$ cat src/rtl/zigzag_block_buffer_pkg.sv
// Shared constants, types and zigzag tables
// for the streaming zigzag block buffer.
package zigzag_block_buffer_pkg;

  localparam int BLK    = 64;
  localparam int COEF_W = 16;

  typedef logic signed [COEF_W-1:0] coef_t;

  typedef enum logic {
    WR_IDLE,
    WR_FILL
  } wr_state_e;

  // zigzag index -> raster index
  localparam logic [5:0] ZR_LUT [BLK] = '{
     0,  1,  8, 16,  9,  2,  3, 10,
    17, 24, 32, 25, 18, 11,  4,  5,
    12, 19, 26, 33, 40, 48, 41, 34,
    27, 20, 13,  6,  7, 14, 21, 28,
    35, 42, 49, 56, 57, 50, 43, 36,
    29, 22, 15, 23, 30, 37, 44, 51,
    58, 59, 52, 45, 38, 31, 39, 46,
    53, 60, 61, 54, 47, 55, 62, 63
  };

  // raster index -> zigzag index
  localparam logic [5:0] RZ_LUT [BLK] = '{
     0,  1,  5,  6, 14, 15, 27, 28,
     2,  4,  7, 13, 16, 26, 29, 42,
     3,  8, 12, 17, 25, 30, 41, 43,
     9, 11, 18, 24, 31, 40, 44, 53,
    10, 19, 23, 32, 39, 45, 52, 54,
    20, 22, 33, 38, 46, 51, 55, 60,
    21, 34, 37, 47, 50, 56, 59, 61,
    35, 36, 48, 49, 57, 58, 62, 63
  };

  // mode 0: decode (zz -> raster)
  // mode 1: encode (raster -> zz)
  function automatic logic [5:0] zz_map(
    input logic [5:0] idx,
    input logic       mode
  );
    return mode ? RZ_LUT[idx] : ZR_LUT[idx];
  endfunction

endpackage

$ cat src/rtl/zigzag_block_buffer_if.sv
// Coefficient stream in / parallel block out.
// master = producer+consumer side, slave = buffer.
interface zigzag_block_buffer_if
  import zigzag_block_buffer_pkg::*;
#(
  parameter int W = 16
);

  logic                    in_valid;
  logic                    in_ready;
  logic signed [W-1:0]     in_coef;
  logic                    in_eob;
  logic                    in_mode;

  logic                    out_valid;
  logic                    out_ready;
  logic [BLK-1:0][W-1:0]   out_block;
  logic [6:0]              out_ncoef;

  modport master (
    output in_valid,
    output in_coef,
    output in_eob,
    output in_mode,
    output out_ready,
    input  in_ready,
    input  out_valid,
    input  out_block,
    input  out_ncoef
  );

  modport slave (
    input  in_valid,
    input  in_coef,
    input  in_eob,
    input  in_mode,
    input  out_ready,
    output in_ready,
    output out_valid,
    output out_block,
    output out_ncoef
  );

endinterface

$ cat src/rtl/zigzag_block_buffer_zz_addr_map.sv
// Stream index + mode -> in-block store address.
// Ports: idx_i, mode_i in; addr_o out (combinational).
module zz_addr_map
  import zigzag_block_buffer_pkg::*;
(
  input  logic [5:0] idx_i,
  input  logic       mode_i,
  output logic [5:0] addr_o
);

  assign addr_o = zz_map(idx_i, mode_i);

endmodule

$ cat src/rtl/zigzag_block_buffer.sv
// NBUF-deep ping-pong 8x8 block store with zigzag scatter.
// Ports: clk, reset (sync, active-low), bus (slave).
module zigzag_block_buffer
  import zigzag_block_buffer_pkg::*;
#(
  parameter int W    = 16,
  parameter int NBUF = 2
) (
  input  logic clk,
  input  logic reset,
  zigzag_block_buffer_if.slave bus
);

  localparam int PW = (NBUF > 1) ? $clog2(NBUF) : 1;

  typedef logic [PW-1:0] ptr_t;

  wr_state_e        state_q;
  logic [5:0]       wr_idx_q;
  ptr_t             wr_ptr_q;
  ptr_t             rd_ptr_q;
  logic [NBUF-1:0]  full_q;
  logic [NBUF-1:0]  mode_q;
  logic [BLK-1:0]   mask_q  [NBUF];
  logic [6:0]       ncoef_q [NBUF];
  logic [W-1:0]     data_q  [NBUF][BLK];

  logic       wr_fire;
  logic       wr_last;
  logic       wr_first;
  logic       rd_fire;
  logic       map_mode;
  logic [5:0] wr_addr;

  function automatic ptr_t ptr_inc(input ptr_t p);
    return (p == ptr_t'(NBUF - 1)) ? '0 : p + ptr_t'(1);
  endfunction

  // Mode is taken live on the first coef,
  // then from the per-buffer latch.
  assign wr_first = (state_q == WR_IDLE);
  assign map_mode = wr_first ? bus.in_mode
                             : mode_q[wr_ptr_q];

  zz_addr_map u_map (
    .idx_i  (wr_idx_q),
    .mode_i (map_mode),
    .addr_o (wr_addr)
  );

  assign bus.in_ready = reset & ~full_q[wr_ptr_q];
  assign wr_fire      = bus.in_valid & bus.in_ready;
  assign wr_last      = bus.in_eob | (wr_idx_q == 6'd63);

  assign bus.out_valid = full_q[rd_ptr_q];
  assign rd_fire       = bus.out_valid & bus.out_ready;

  always_comb begin
    bus.out_ncoef = '0;
    bus.out_block = '0;
    if (full_q[rd_ptr_q]) begin
      bus.out_ncoef = ncoef_q[rd_ptr_q];
      for (int k = 0; k < BLK; k++) begin
        if (mask_q[rd_ptr_q][k]) begin
          bus.out_block[k] = data_q[rd_ptr_q][k];
        end
      end
    end
  end

  // A write only targets a non-full buffer and a
  // release only a full one, so they never collide.
  always_ff @(posedge clk) begin
    if (!reset) begin
      state_q  <= WR_IDLE;
      wr_idx_q <= '0;
      wr_ptr_q <= '0;
      rd_ptr_q <= '0;
      full_q   <= '0;
      mode_q   <= '0;
      for (int b = 0; b < NBUF; b++) begin
        mask_q[b]  <= '0;
        ncoef_q[b] <= '0;
      end
    end else begin
      if (wr_fire) begin
        mask_q[wr_ptr_q][wr_addr] <= 1'b1;
        if (wr_first) begin
          mode_q[wr_ptr_q] <= bus.in_mode;
        end
        if (wr_last) begin
          full_q[wr_ptr_q]  <= 1'b1;
          ncoef_q[wr_ptr_q] <= {1'b0, wr_idx_q} + 7'd1;
          wr_idx_q          <= '0;
          wr_ptr_q          <= ptr_inc(wr_ptr_q);
          state_q           <= WR_IDLE;
        end else begin
          wr_idx_q <= wr_idx_q + 6'd1;
          state_q  <= WR_FILL;
        end
      end
      if (rd_fire) begin
        full_q[rd_ptr_q] <= 1'b0;
        mask_q[rd_ptr_q] <= '0;
        rd_ptr_q         <= ptr_inc(rd_ptr_q);
      end
    end
  end

  // Payload needs no reset: the masks gate it.
  always_ff @(posedge clk) begin
    if (wr_fire) begin
      data_q[wr_ptr_q][wr_addr] <= bus.in_coef;
    end
  end

endmodule

$ cat src/flat_wrapper.sv
// flat-port wrapper written by rule: the top's interface ports become plain ports
module zigzag_block_buffer_flat import zigzag_block_buffer_pkg::*;
#(
  parameter int W    = 16,
  parameter int NBUF = 2
)
  (clk, reset, bus_in_valid, bus_in_coef, bus_in_eob, bus_in_mode, bus_out_ready, bus_in_ready, bus_out_valid, bus_out_block, bus_out_ncoef);
  zigzag_block_buffer_if #(.W(W)) bus_i ();
  input  logic clk;
  input  logic reset;
  input wire logic [$bits(bus_i.in_valid)-1:0] bus_in_valid;
  input wire logic [$bits(bus_i.in_coef)-1:0] bus_in_coef;
  input wire logic [$bits(bus_i.in_eob)-1:0] bus_in_eob;
  input wire logic [$bits(bus_i.in_mode)-1:0] bus_in_mode;
  input wire logic [$bits(bus_i.out_ready)-1:0] bus_out_ready;
  output wire logic [$bits(bus_i.in_ready)-1:0] bus_in_ready;
  output wire logic [$bits(bus_i.out_valid)-1:0] bus_out_valid;
  output wire logic [$bits(bus_i.out_block)-1:0] bus_out_block;
  output wire logic [$bits(bus_i.out_ncoef)-1:0] bus_out_ncoef;
  assign bus_i.in_valid = bus_in_valid;
  assign bus_i.in_coef = bus_in_coef;
  assign bus_i.in_eob = bus_in_eob;
  assign bus_i.in_mode = bus_in_mode;
  assign bus_i.out_ready = bus_out_ready;
  assign bus_in_ready = bus_i.in_ready;
  assign bus_out_valid = bus_i.out_valid;
  assign bus_out_block = bus_i.out_block;
  assign bus_out_ncoef = bus_i.out_ncoef;
  zigzag_block_buffer #(.W(W), .NBUF(NBUF)) u_core (.clk(clk), .reset(reset), .bus(bus_i));
endmodule
$ cat config.mk
export PLATFORM = sky130hd
export DESIGN_NAME = zigzag_block_buffer_flat
export DESIGN_NICKNAME = d
export VERILOG_FILES = /design/src/rtl/zigzag_block_buffer_pkg.sv /design/src/rtl/zigzag_block_buffer_if.sv /design/src/rtl/zigzag_block_buffer_zz_addr_map.sv /design/src/rtl/zigzag_block_buffer.sv /design/src/flat_wrapper.sv
export SDC_FILE = /design/constraint.sdc
export NUM_CORES = 2
export LEC_CHECK = 0
export CORE_AREA = 2 2 539 541
export CTS_CLUSTER_SIZE = 25
export DETAILED_ROUTE_END_ITERATION = 10
export DIE_AREA = 0 0 541 543
export PLACE_DENSITY_LB_ADDON = 0.05
export SYNTH_ARGS = -nofsm -noshare
export SYNTH_HDL_FRONTEND = slang
export SYNTH_SLANG_ARGS = --single-unit
$ cat constraint.sdc
create_clock -name clk -period 7.45 [get_ports clk]
set_clock_uncertainty 0.2 [all_clocks]
set_input_delay 1.49 -clock clk [delete_from_list [all_inputs] [get_ports clk]]
set_output_delay 1.49 -clock clk [all_outputs]
set_load 0.005 [all_outputs]
== Yosys cells after proc, flatten, opt, wreduce, memory -nomap -nowiden ==
Memory sizes are Yosys's and may differ from the RTL's. A register that Yosys moved wholly into a read port is not among the register bits.
Cells that the tools add are included.
Storage, ports and cells
  register bits: 13
  memory bits (writable): 2190
  ROM bits: 768
  input port bits: 22
  output and inout bits: 1033
  word-level logic and storage cells: 167
  memories: 5
Cells by class
  add/subtract/negate cells: 4
  order comparisons: 9
  equal/unequal tests: 1
  muxes and demuxes: 122
  bitwise operators: 11
  reduce and logical (&&, ||, !) cells: 9
Memories
  u_core.data_q: words 2, width 1024, read ports 1, clocked after Yosys merged registers in 1, wr ports 1, line zigzag_block_buffer.sv:26  | logic [W-1:0] data_q [NBUF][BLK];
  (name not given): words 64, width 6, read ports 1, clocked after Yosys merged registers in 0, wr ports 0, line zigzag_block_buffer_pkg.sv:45  | return mode ? RZ_LUT[idx] : ZR_LUT[idx];
  (name not given): words 64, width 6, read ports 1, clocked after Yosys merged registers in 0, wr ports 0, line zigzag_block_buffer_pkg.sv:45
  u_core.mask_q: words 2, width 64, read ports 1, clocked after Yosys merged registers in 1, wr ports 2, line zigzag_block_buffer.sv:24  | logic [BLK-1:0] mask_q [NBUF];
  u_core.ncoef_q: words 2, width 7, read ports 1, clocked after Yosys merged registers in 1, wr ports 2, line zigzag_block_buffer.sv:25  | logic [6:0] ncoef_q [NBUF];
Operators by type and width (count)
  2-to-1 mux 1024 bit: 2
  2-to-1 mux 16 bit: 65
  2-to-1 mux 64 bit: 4
  OR reduction 64 bit: 2
  demux 16 bit (select 6 bit): 1
  2-to-1 mux 6 bit: 6
  2-to-1 mux 1 bit: 34
  >= comparator 7 bit, second input constant: 2
  2-to-1 mux 7 bit: 2
  inverter 6 -> 7 bit: 2
  2-to-1 mux 2 bit: 4
  adder 6 x 1 -> 7 bit, second input constant: 1
  < comparator 6 x 7 -> 1 bit, second input constant: 1
  < comparator 7 x 1 -> 1 bit, second input constant: 1
  OR reduction 7 bit: 1
  adder 6 x 1 -> 6 bit, second input constant: 1
  demux 1 bit (select 6 bit): 1
  equality test 6 bit, second input constant: 1
  >= comparator 6 x 1 -> 1 bit, second input constant: 1
  logical AND 1 bit: 4
  < comparator 1 x 2 -> 1 bit, second input constant: 2
  AND reduction 2 bit: 2
  AND 1 bit: 3
  adder 1 bit, second input constant: 2
  8 further kinds: 11

== Logic depth before layout (Yosys ltp) ==
  word-level depth: 12
  depth in mapped cells: 14
  depth with buffers taken out: 9

== Cells and area by module ==
Synthesis repeated with hierarchy kept, for this count alone.
Second synthesis, totals
  cells, all modules: 5404
  area total of the unflattened synthesis: 85827.3 um^2
Modules (own cells, without submodules)
  zigzag_block_buffer: times used 1, cells an instance 5204, area an instance 84487.3 um^2, seq. area each 64762.1 um^2
  zz_addr_map: times used 1, cells an instance 200, area an instance 1340.0 um^2, seq. area each 0.0 um^2

== Worst setup path after synthesis ==
No wires, ideal clock.
  kind: input -> register
  start: input reset
  end: memory u_core.data_q[1][592] in the netlist's numbering, enable pin
  library setup time: 0.409 ns
  data arrival time: 4.009 ns
  data required time: 6.841 ns
  path slack: 2.832 ns
  stages: 8
  path buffers: 3
  cell sequence: clkbuf_1 and3_1 clkbuf_1 nand2_1 a21oi_1 nand3_1 buf_2 nor3_1
On the way
  cells in the longest elaborated chain, start to end: 4
Ends and longest elaborated chain
  start, declared: line flat_wrapper.sv:10  | input logic reset;
  AND 1 bit: line zigzag_block_buffer.sv:51  | assign bus.in_ready = reset & ~full_q[wr_ptr_q];
  AND 1 bit: line zigzag_block_buffer.sv:52  | assign wr_fire = bus.in_valid & bus.in_ready;
  2-to-1 mux 1 bit: line zigzag_block_buffer.sv:112  | if (wr_fire) begin
  2-to-1 mux 1024 bit (not written as such): line zigzag_block_buffer.sv:113  | data_q[wr_ptr_q][wr_addr] <= bus.in_coef;
  end, declared: line zigzag_block_buffer.sv:26
No other way between the ends.

== Worst setup path in the final report ==
  start: register u_core.rd_ptr_q
  end: output bus_out_block[820]
On the way
  cells in the longest elaborated chain, start to end: 3
Ends and longest elaborated chain
  start, declared: line zigzag_block_buffer.sv:21  | ptr_t rd_ptr_q;
  start signal, assigned: line zigzag_block_buffer.sv:105  | rd_ptr_q <= ptr_inc(rd_ptr_q);
  2-to-1 mux 1 bit (not written as such) (2 in series): line zigzag_block_buffer.sv:61  | if (full_q[rd_ptr_q]) begin
  2-to-1 mux 1024 bit: line zigzag_block_buffer.sv:61
  end, declared: line flat_wrapper.sv:18  | output wire logic [$bits(bus_i.out_block)-1:0] bus_out_block;
No other way between the ends. The select of a mux whose other input is x is not followed.

==> results by group <==
Power and ir drop
  • Reg power frac: 52.5%
  • PD cells: roughly 230 mW/mm^2
  • Clock power share: 44.2%
  • Logic pwr share: 3.3%
  • Psw: around 0.0056 W
  • LEAKAGE: approximately 33 nW
  • Net Sw Frac: around 22%
  • Cell Int Power: 0.0202 W
  • Max rail drop VDD: between 150 and 200 uV

Clock network
  • Clk_lat worst skew: 850 ps
  • Post-CTS Setup Bufs: 0
  • Clk pin slew, worst setup/hold paths: ~60 ps
  • Cts-stage hold buffer count: 0
  • CTS tree: done
  • Gates resized, CTS repair: 0
  • Clock root buffer: clkbuf_16
  • Clock Sinks: approximately 2,200
  • Number of CTS-inserted buffers: around 250
  • # H-tree levels: 4
  • Maximum clock insertion buffer count: 4

Yosys
  • #FFs+latches synth: 2,204
  • Post-synthesis sequential area ratio: 75.3%
  • Post-Syn Area: roughly 0.086 mm^2
  • Syn_nets: 5,521
  • Area leader, netlist: edfxtp_1
  • Synth warnings: 0
  • Post-synth ARST share: 0%
  • Mean Syn Cell Area: between 15 and 20 um^2
  • Post-synth EDFFs: slightly above 2,000
  • Dominant cells by area after synthesis: edfxtp_1 72%, mux2i_1 12%, nor2_1 4.7%
  • Netlist cell types: 79
  • Cells after Synth: ~5,500
  • Top-area cell type share of the netlist area: 72.0%
  • Main flop type after synthesis: edfxtp_1

Timing
  • Final setup viols: 0
  • Final min period: roughly 6000 ps
  • Relative slew slack: between 10% and 20%
  • Period utilization: 82.7%
  • Setup TNS: 0 ps
  • Unrepaired setup endpoints after global routing: false
  • Fmax: 162 MHz
  • Fin. Hold Viols: 0
  • Worst slew pin tran: around 1300 ps
  • Max Slew Vio Count: 0

GRT
  • GRT overflow: 0
  • Antenna violations before repair: 19
  • Largest net degree at the start of global routing: 100
  • GR Util All Layers: a little over a fifth
  • First-pass GRT wire length: 429 mm
  • Vias in the first global route: about 50,000

Drt
  • Post-route ant nets: 0
  • Initial DRC Count: 4,122
  • 1st-pass router iterations: 6
  • Vias: 51,700
  • DRC viols: 0
  • Final WL: about 320 mm
  • Vias/cell: between 4 and 5
  • Wire per inst: around 30 um

Die
  • Initial Util: between 20 and 30%
  • Die height: ~540 um
  • Die ar.: between 0.2 and 0.3 mm^2
  • Die X: between 500 and 600 um
  • Num ports: ~1,100
  • Total core area: 0.287 mm^2
  • Rows: approximately 200

Place
  • Gpl congestion: slightly above 0.8
  • I/O Buffers: 1,054
  • Detailed placement HPWL: 203 mm

Layout
  • Post-layout nets: a little under 7,000
  • Filler instances: 27,000
  • Commonest cells after routing, fill and taps aside: 2,062 x edfxtp_1, 1,068 x nor2_1, 1,045 x mux2i_1, 1,038 x clkdlybuf4s50_1, 247 x clkbuf_16
  • Fin util: 38.4%
  • Layout area overhead: 28.1%
  • Layout cells sized above 1: 12.0%
  • Most common cell after layout, fill and taps aside: edfxtp_1

Worst setup path
  • Critical path required time: 5760 ps
  • Crit. End Element: output port
  • Critical Path Start Type: flop
  • Worst setup path start: u_core.rd_ptr_q
  • CP Max Fanout: 33
  • Worst Path Arrival: ~4500 ps
  • Reg-to-Reg Start: u_core.wr_idx_q[0]
  • Crit path kind: flop to output port

Min path
  • Worst min-delay path category: flop to flop
  • Worst hold start: u_core.mask_q[0][37]

Outcome
  • Status: finished clean

Flow run
  • Maxcap violations: 0
layout make-up:
type	instances	area [um^2]	area share, %
Antenna cell	14	35.0	0.0318
Clock buffer	316	6570	5.96
Clock inverter	126	908	0.824
Inverter	11	43.8	0.0397
Multi-Input combinational cell	2948	20700	18.7
Sequential cell	2204	64800	58.8
Tap cell	3781	4730	4.29
Timing Repair Buffer	1283	12500	11.4
cell usage after synthesis (23+ instances only):
cell type / number
a21oi_1: 27
nand2_1: 228
buf_2: 69
edfxtp_1: 2062
nor3_1: 131
nor2b_1: 23
dfxtp_1: 142
o31ai_1: 126
clkbuf_1: 212
nor2_1: 1068
mux2_2: 69
mux2i_1: 1045
cell families after synthesis:
group / Yosys count / synth area share [%]
and+or+nand+nor: 1525 / 7.18
adders and majority gates: 22 / 0.320
muxes: 1115 / 13.1
AOI/OAI and AO/OA: 279 / 2.48
DFF: 2204 / 75.3
xor gates and xnor gates: 7 / 0.0712
buffers and inverters: 325 / 1.61
power groups by stage:
stage          clock [W]  sequential [W]  combinational [W]
6_report          0.0114          0.0136           0.000863
2_1_floorplan          0          0.0138           0.000327
4_1_cts           0.0117          0.0136           0.000897
5_1_grt           0.0122          0.0136           0.000917
3_3_place_gp           0          0.0138           0.000890
3_5_place_dp           0          0.0138           0.000896
metrics by stage:
step	setup WS (ps)	power (W)	area (um^2)	cells	hold slack [ps]
2_1_floorplan	2830	0.0141	86100	5477	219
3_3_place_gp	1610	0.0147	103000	10200	227
3_5_place_dp	1580	0.0147	103000	10200	235
4_1_cts	1090	0.0262	110000	10700	249
5_1_grt	1030	0.0267	110000	10700	262
6_report	1290	0.0258	110000	10700	244
layer usage:
layer  vias up  track usage, %  wire length, um  part of all wire (%)
met5         -               0                0                     0
met4         0            4.38             6020                   1.9
met3       295            3.64            18800                   5.9
met2      1689            32.3           143000                    45
met1     26900            30.4           148000                    47
li1      22800               -                -                     -
path summary, 6_finish.rpt:
check,endpoint,slack (ps),depth (start not counted)
worst min register to register,u_core.mask_q[0][37],240,2
worst min-delay path,u_core.mask_q[0][37],240,2
worst max register to register,u_core.data_q[0][302],1960,9
worst max-delay path,bus_out_block[820],1290,7
critical path, cell delays in order (launching register included):
cell             delay [ps]
dfxtp_1                 370
nor2b_1                 310
a21oi_1                 240
inv_4                   460
buf_12                  320
nand2_1                 680
nor2_1                  320
clkdlybuf4s50_1         830
registers in the layout (all words and copies together) (netlist names), named ones only:
| name | count |
|---|---|
| u_core.state_q | 1 |
| u_core.wr_ptr_q | 1 |
| u_core.rd_ptr_q | 1 |
| u_core.mode_q | 2 |
| u_core.wr_idx_q | 6 |
| u_core.mask_q | 128 |
| u_core.ncoef_q | 14 |
| u_core.full_q | 2 |
| u_core.data_q | 2048 |
(Power assumes the default switching activity.)
